`src/rtl/lsu_pkg.sv`:
```
// Shared encodings for the load/store unit: RV32I funct3 values for memory
// accesses, the controller state encoding, and the funct3 legality check.
package lsu_pkg;

    localparam logic [2:0] F3_B  = 3'd0;
    localparam logic [2:0] F3_H  = 3'd1;
    localparam logic [2:0] F3_W  = 3'd2;
    localparam logic [2:0] F3_BU = 3'd4;
    localparam logic [2:0] F3_HU = 3'd5;

    typedef enum logic [1:0] {
        IDLE     = 2'd0,
        ACCESS   = 2'd1,
        MERGE_WR = 2'd2,
        RESP     = 2'd3
    } state_t;

    // Stores only come in B/H/W; loads add the unsigned B/H variants.
    function automatic logic f3_legal(input logic we, input logic [2:0] f3);
        if (we) begin
            return (f3 == F3_B) || (f3 == F3_H) || (f3 == F3_W);
        end
        return (f3 == F3_B) || (f3 == F3_H) || (f3 == F3_W) ||
               (f3 == F3_BU) || (f3 == F3_HU);
    endfunction

endpackage

```
`src/rtl/lsu_align.sv`:
```
// Byte-lane datapath for the LSU: extracts and extends load data from the
// memory word, and merges byte/halfword store data into a read word.
module lsu_align
    import lsu_pkg::*;
(
    input  logic [31:0] rd_word,
    input  logic [1:0]  addr_lo,
    input  logic [2:0]  funct3,
    input  logic [31:0] wdata,
    output logic [31:0] load_data,
    output logic [31:0] merge_data
);

    logic [7:0]  byte_sel;
    logic [15:0] half_sel;
    logic [4:0]  lane_shift;

    assign lane_shift = {addr_lo, 3'b000};

    // Pick the addressed lane (little-endian) and sign/zero-extend it.
    always_comb begin
        // NOTE: every output of a combinational block gets a default first, so no path leaves it unassigned and infers a latch.
        byte_sel  = rd_word[lane_shift +: 8];
        half_sel  = addr_lo[1] ? rd_word[31:16] : rd_word[15:0];
        load_data = rd_word;
        case (funct3)
            F3_B:    load_data = {{24{byte_sel[7]}}, byte_sel};
            F3_BU:   load_data = {24'd0, byte_sel};
            F3_H:    load_data = {{16{half_sel[15]}}, half_sel};
            F3_HU:   load_data = {16'd0, half_sel};
            default: load_data = rd_word;
        endcase
    end

    // Overwrite only the addressed byte or halfword lane of the read word.
    always_comb begin
        merge_data = rd_word;
        case (funct3[1:0])
            2'd0:    merge_data[lane_shift +: 8] = wdata[7:0];
            2'd1:    merge_data[{addr_lo[1], 4'b0000} +: 16] = wdata[15:0];
            default: merge_data = wdata;
        endcase
    end

endmodule

```
`src/rtl/lsu_ctrl.sv`:
```
// Load/store unit controller: accepts one core request at a time, screens it
// for alignment/funct3/range faults, then drives the word-only memory port
// (direct write for SW, read-modify-write for SB/SH) and returns a one-cycle
// response.
module lsu_ctrl
    import lsu_pkg::*;
#(
    parameter int MEM_DEPTH = 1024,
    parameter int XLEN      = 32
) (
    input  logic            clk,
    input  logic            rst,
    input  logic            req_valid,
    output logic            req_ready,
    input  logic            req_we,
    input  logic [2:0]      req_funct3,
    input  logic [XLEN-1:0] req_addr,
    input  logic [XLEN-1:0] req_wdata,
    output logic            rsp_valid,
    output logic [XLEN-1:0] rsp_rdata,
    output logic            rsp_err,
    output logic            mem_we,
    output logic [XLEN-1:0] mem_a,
    output logic [XLEN-1:0] mem_wd,
    input  logic [XLEN-1:0] mem_rd
);

    localparam logic [XLEN-3:0] DEPTH_IDX = (XLEN-2)'(MEM_DEPTH);

    state_t          state;
    state_t          state_nxt;

    logic            we_q;
    logic [2:0]      funct3_q;
    logic [XLEN-1:0] addr_q;
    logic [XLEN-1:0] wdata_q;
    logic            err_q;
    logic [XLEN-1:0] rdata_q;
    logic [XLEN-1:0] merge_q;

    logic            req_err;
    logic            is_rmw;
    logic [XLEN-1:0] load_data;
    logic [XLEN-1:0] merge_data;

    // Sub-word stores need the old word first; word stores write directly.
    assign is_rmw = we_q && (funct3_q[1:0] != 2'd2);

    lsu_align u_align (
        .rd_word    (mem_rd),
        .addr_lo    (addr_q[1:0]),
        .funct3     (funct3_q),
        .wdata      (wdata_q),
        .load_data  (load_data),
        .merge_data (merge_data)
    );

    // Fault screening of the incoming request; any fault skips memory.
    always_comb begin
        req_err = 1'b0;
        if (!f3_legal(req_we, req_funct3)) begin
            req_err = 1'b1;
        end else if ((req_funct3[1:0] == 2'd1) && req_addr[0]) begin
            req_err = 1'b1;
        end else if ((req_funct3[1:0] == 2'd2) && (req_addr[1:0] != 2'b00)) begin
            req_err = 1'b1;
        end
        if (req_addr[XLEN-1:2] >= DEPTH_IDX) begin
            req_err = 1'b1;
        end
    end

    // State register; reset aborts any access in flight.
    always_ff @(posedge clk or negedge rst) begin
        if (!rst) begin
            state <= IDLE;
        end else begin
            // NOTE: sequential state uses non-blocking assignments so every register samples pre-edge values.
            state <= state_nxt;
        end
    end

    // Next-state logic.
    always_comb begin
        state_nxt = state;
        case (state)
            IDLE: begin
                if (req_valid) begin
                    state_nxt = req_err ? RESP : ACCESS;
                end
            end
            ACCESS:   state_nxt = is_rmw ? MERGE_WR : RESP;
            MERGE_WR: state_nxt = RESP;
            RESP:     state_nxt = IDLE;
            default:  state_nxt = IDLE;
        endcase
    end

    // Moore outputs; memory writes only in ACCESS (SW) or MERGE_WR (SB/SH).
    always_comb begin
        req_ready = 1'b0;
        rsp_valid = 1'b0;
        mem_we    = 1'b0;
        mem_wd    = '0;
        case (state)
            IDLE: req_ready = 1'b1;
            ACCESS: begin
                if (we_q && !is_rmw) begin
                    mem_we = 1'b1;
                    mem_wd = wdata_q;
                end
            end
            MERGE_WR: begin
                mem_we = 1'b1;
                mem_wd = merge_q;
            end
            RESP:    rsp_valid = 1'b1;
            default: req_ready = 1'b0;
        endcase
    end

    assign mem_a     = {addr_q[XLEN-1:2], 2'b00};
    assign rsp_rdata = rsp_valid ? rdata_q : '0;
    assign rsp_err   = rsp_valid && err_q;

    // Request latch and data capture from the memory read port.
    always_ff @(posedge clk or negedge rst) begin
        if (!rst) begin
            // NOTE: these are a handful of control/data flops, not a memory array, so all are reset to give clean outputs.
            we_q     <= 1'b0;
            funct3_q <= 3'd0;
            addr_q   <= '0;
            wdata_q  <= '0;
            err_q    <= 1'b0;
            rdata_q  <= '0;
            merge_q  <= '0;
        end else begin
            case (state)
                IDLE: begin
                    if (req_valid) begin
                        we_q     <= req_we;
                        funct3_q <= req_funct3;
                        addr_q   <= req_addr;
                        wdata_q  <= req_wdata;
                        err_q    <= req_err;
                        rdata_q  <= '0;
                    end
                end
                ACCESS: begin
                    if (!we_q) begin
                        rdata_q <= load_data;
                    end else if (is_rmw) begin
                        merge_q <= merge_data;
                    end
                end
                default: begin
                end
            endcase
        end
    end

endmodule

```
`config.mk`:
```
export PLATFORM = sky130hd
export DESIGN_NAME = lsu_ctrl
export DESIGN_NICKNAME = d
export VERILOG_FILES = /design/src/rtl/lsu_pkg.sv /design/src/rtl/lsu_align.sv /design/src/rtl/lsu_ctrl.sv
export SDC_FILE = /design/constraint.sdc
export NUM_CORES = 1
export LEC_CHECK = 0
export ABC_AREA = 0
export BUFFER_PORTS_ARGS = -buffer_cell sky130_fd_sc_hd__buf_2
export CAP_MARGIN = 5
export CORE_MARGIN = 2
export CORE_UTILIZATION = 54
export CTS_CLUSTER_DIAMETER = 150
export CTS_CLUSTER_SIZE = 30
export DETAILED_ROUTE_END_ITERATION = 10
export PLACE_DENSITY = 0.92
export SYNTH_ARGS = -nofsm -noshare
export SYNTH_HDL_FRONTEND = slang
export SYNTH_HIERARCHICAL = 1
export SYNTH_SLANG_ARGS = --single-unit
```
`constraint.sdc`:
```
create_clock -name clk -period 2.85 [get_ports clk]
set_clock_uncertainty 0.1 [all_clocks]
set_input_delay 0.855 -clock clk [delete_from_list [all_inputs] [get_ports clk]]
set_output_delay 0.855 -clock clk [all_outputs]
set_load 0.1 [all_outputs]
```
==> summary.md <==
| Metric | Value |
|---|---|
| Clock latency on the worst-skew pair | 430 ps |
| Adder-Cell Fraction of Synth Area | 1.41% |
| Violated checks | setup timing |
| Initial Util | 55.1% |
| Worst EP arrival | 2000 ps |
| Hpwl dp | 16500 um |
| Largest net degree at the start of global routing | 78 |
| Longest Clk Path Bufs | 2 |
| DRT iter0 DRCs | 971 |
| Hold bufs inserted after CTS | 0 |
| Synth Instances | 785 |
| Placed inst area | 9700 sq um |
| Synthesized area per cell | 10.2 sq um |
| Antenna violations before repair | 2 |
| Post-synth EDFFs | 0 |
| Seq cells post-synth | 135 |
| FILL cells | 932 |
| First-pass GRT wire length | 40300 um |
| CP startpoint kind | flip-flop |
| Worst-path clk slew | 60 ps |
| Die Area | 15800 sq um |
| Vias per inst | 6.43 |
| Most frequent cells in the layout | dfrtp_1, buf_2, mux2_2 |
| Non-filler cells, final | 1144 |
| CTS tree | done |
| PnR worst setup slack | -109 ps |
| RD Place Congestion | 0.921 |
| Final wirelength | 26800 um |
| Max Cap Viol | 0 |
| Most common cell after layout, fill and taps aside | dfrtp_1 |
| Final nets | 1061 |
| Total iterations of the first detailed-routing run | 5 |
| Worst reg-to-reg setup slack | 230 ps |
| Core region area | 14500 sq um |
| Sequential area share after synthesis | 42.2% |
| Primary FF master, synth | dfrtp_1 |
| Worst Setup End Kind | output pin |
| Via count | 7356 |
| Worst Hold Class | in2async |
| DRC Markers | 0 |
| Slew headroom | 49.2% |
| Status | complete, but fails checks |
| TritonCTS Buffers | 17 |
| P&R area growth vs syn | 36.1% |
| Asr flop ratio synth | 100% |
| RSZ-0062 raised after global routing | yes |
| Compound-gate portion of the synthesized area | 14.4% |
| Main combinational cell family by area after synthesis | multiplexers |
| Final Critical Period | 2960 ps |
| Final Util | 74.9% |
| Root Buffer Master | clkbuf_16 |
| Crit path kind | reg2out |
| Rows | 44 |
| Synth Area in XOR/XNOR | 0% |
| GRT Total Usage | 32.4% |
| Worst-margin pin slew | 761 ps |
| Share of cells above drive strength 1 | 50.0% |
| Synth warn | 6 |
| Total gr overflow | 0 |
| Area share of and/or/nand/nor cells after synthesis | 16.9% |
| Hold slack | 331 ps |
| Syn Std Cell Area | 8000 sq um |
| Synth unique cells | 52 |
| Final Hold Viols | 0 |
| DIE WIDTH | 126 um |
| H-Tree Depth | 4 |
| Vias in the first global route | 7395 |
| Slew Limit Fails | 0 |
| Period utilization | 104% |
| Placed cells | 1100 |
| # port buffers | 200 |
| Mux share of post-synthesis cell area | 17.7% |
| Routed Antenna Nets | 0 |
| Clock sinks | 135 |
| Final instance area | 10900 sq um |
| Max Clock Freq | 0.338 GHz |
| I/O pins | 203 |
| Die H | 126 um |
| Crit Path Max Fanout | 16 |
| Routed WL per cell | 23.5 um |
| Required time of the worst setup path | 1900 ps |
| Final setup violation count | 32 |
-- cells by family (layout without fill, tap and decap cells) --
logic type                 Yosys count  in the layout
AOI/OAI and AO/OA                  151            151
DFF                                135            135
buffers and inverters              101            273
muxes                              128            128
and+or+nand+nor                    260            260
other                                1              4
adders and majority gates            9              9
-- repair_timing --
| item | 4_1_cts | 5_1_grt |
|---|---|---|
| buffers inserted | 5 | 3 |
| hold endpoints to repair | 0 | 0 |
| pin swaps | 8 | 9 |
| cloned | 3 | 3 |
| endpoints found under the setup margin | 66 | 68 |
| gates resized for setup | 75 | 23 |
-- final timing paths --
check	startpoint	end	cells past startpoint
hold reg to reg	rdata_q[24]$_DFFE_PN0P_	rdata_q[24]$_DFFE_PN0P_	2
min in group clk	rdata_q[24]$_DFFE_PN0P_	rdata_q[24]$_DFFE_PN0P_	2
hold / removal	rst	addr_q[15]$_DFFE_PN0P_	2
setup reg to reg	addr_q[1]$_DFFE_PN0P_	merge_q[28]$_DFFE_PN0P_	7
setup / recovery	state[0]$_DFFE_PN0P_	mem_wd[28]	6
max in group asynchronous	rst	rdata_q[17]$_DFFE_PN0P_	2
-- per-layer routing --
metal	share of wire [%]	vias up	GRT usage (%)	wire, um
met1	36	3559	40.3	9790
met2	48	541	52.3	12800
met4	5.4	0	16.2	1460
li1	-	3116	-	-
met3	10	140	9.05	2750
met5	0	-	0	0
-- sequential cells by signal, summed over array words and instances, names as in the netlist --
register and flops:
addr_q 32, merge_q 32, rdata_q 32, wdata_q 32, funct3_q 3, state 2
err_q 1, we_q 1
-- worst max-delay path, stage by stage, from the launching register on --
cell	delay (ps)
dfrtp_2	450
inv_1	210
ha_4	240
clkbuf_16	220
a22oi_2	120
nor2b_4	150
buf_12	180
-- cell type report --
cell class | instances | area, sq um | area share, %
well taps | 184 | 230 | 2.11
diodes | 2 | 5.00 | 0.0460
flip-flops and latches | 135 | 3380 | 31.0
clock inverters | 3 | 65.1 | 0.597
repair buffers | 237 | 2110 | 19.4
multi-input cells | 550 | 4560 | 41.8
inverters | 8 | 30.0 | 0.276
clock buffers | 25 | 515 | 4.73
-- cells in the mapped netlist, types with 2 or more instances --
library cell | instances | area [sq um]
a211oi_1 | 16 | 120
a21o_1 | 6 | 45.0
a21oi_1 | 18 | 90.1
a221o_1 | 8 | 80.1
a22o_1 | 9 | 78.8
a22oi_1 | 34 | 255
and2_1 | 33 | 206
buf_1 | 6 | 22.5
buf_2 | 18 | 90.1
buf_4 | 41 | 308
buf_6 | 4 | 45.0
clkbuf_1 | 21 | 78.8
clkbuf_2 | 3 | 15.0
dfrtp_1 | 135 | 3380
ha_1 | 9 | 113
inv_1 | 8 | 30.0
mux2_2 | 101 | 1140
mux2i_1 | 25 | 250
nand2_1 | 92 | 345
nand2b_1 | 5 | 31.3
nand3_1 | 33 | 165
nor2_1 | 24 | 90.1
nor2b_1 | 53 | 332
nor4_1 | 4 | 25.0
nor4b_1 | 8 | 70.1
nor4bb_1 | 2 | 20.0
o21ai_0 | 12 | 60.1
o221ai_1 | 17 | 149
o22ai_1 | 17 | 106
-- stage by stage --
step	setup slack [ps]	setup TNS, ps
final	-109	-2740
after global routing	-139	-3740
after CTS	-83.7	-3930
after detailed placement	191	0
after global placement	286	0
after floorplan	9.38	0
Power is left out: the tool's default activity adds up to more than one toggle a clock period on the data nets, which glitch-free logic cannot reach.
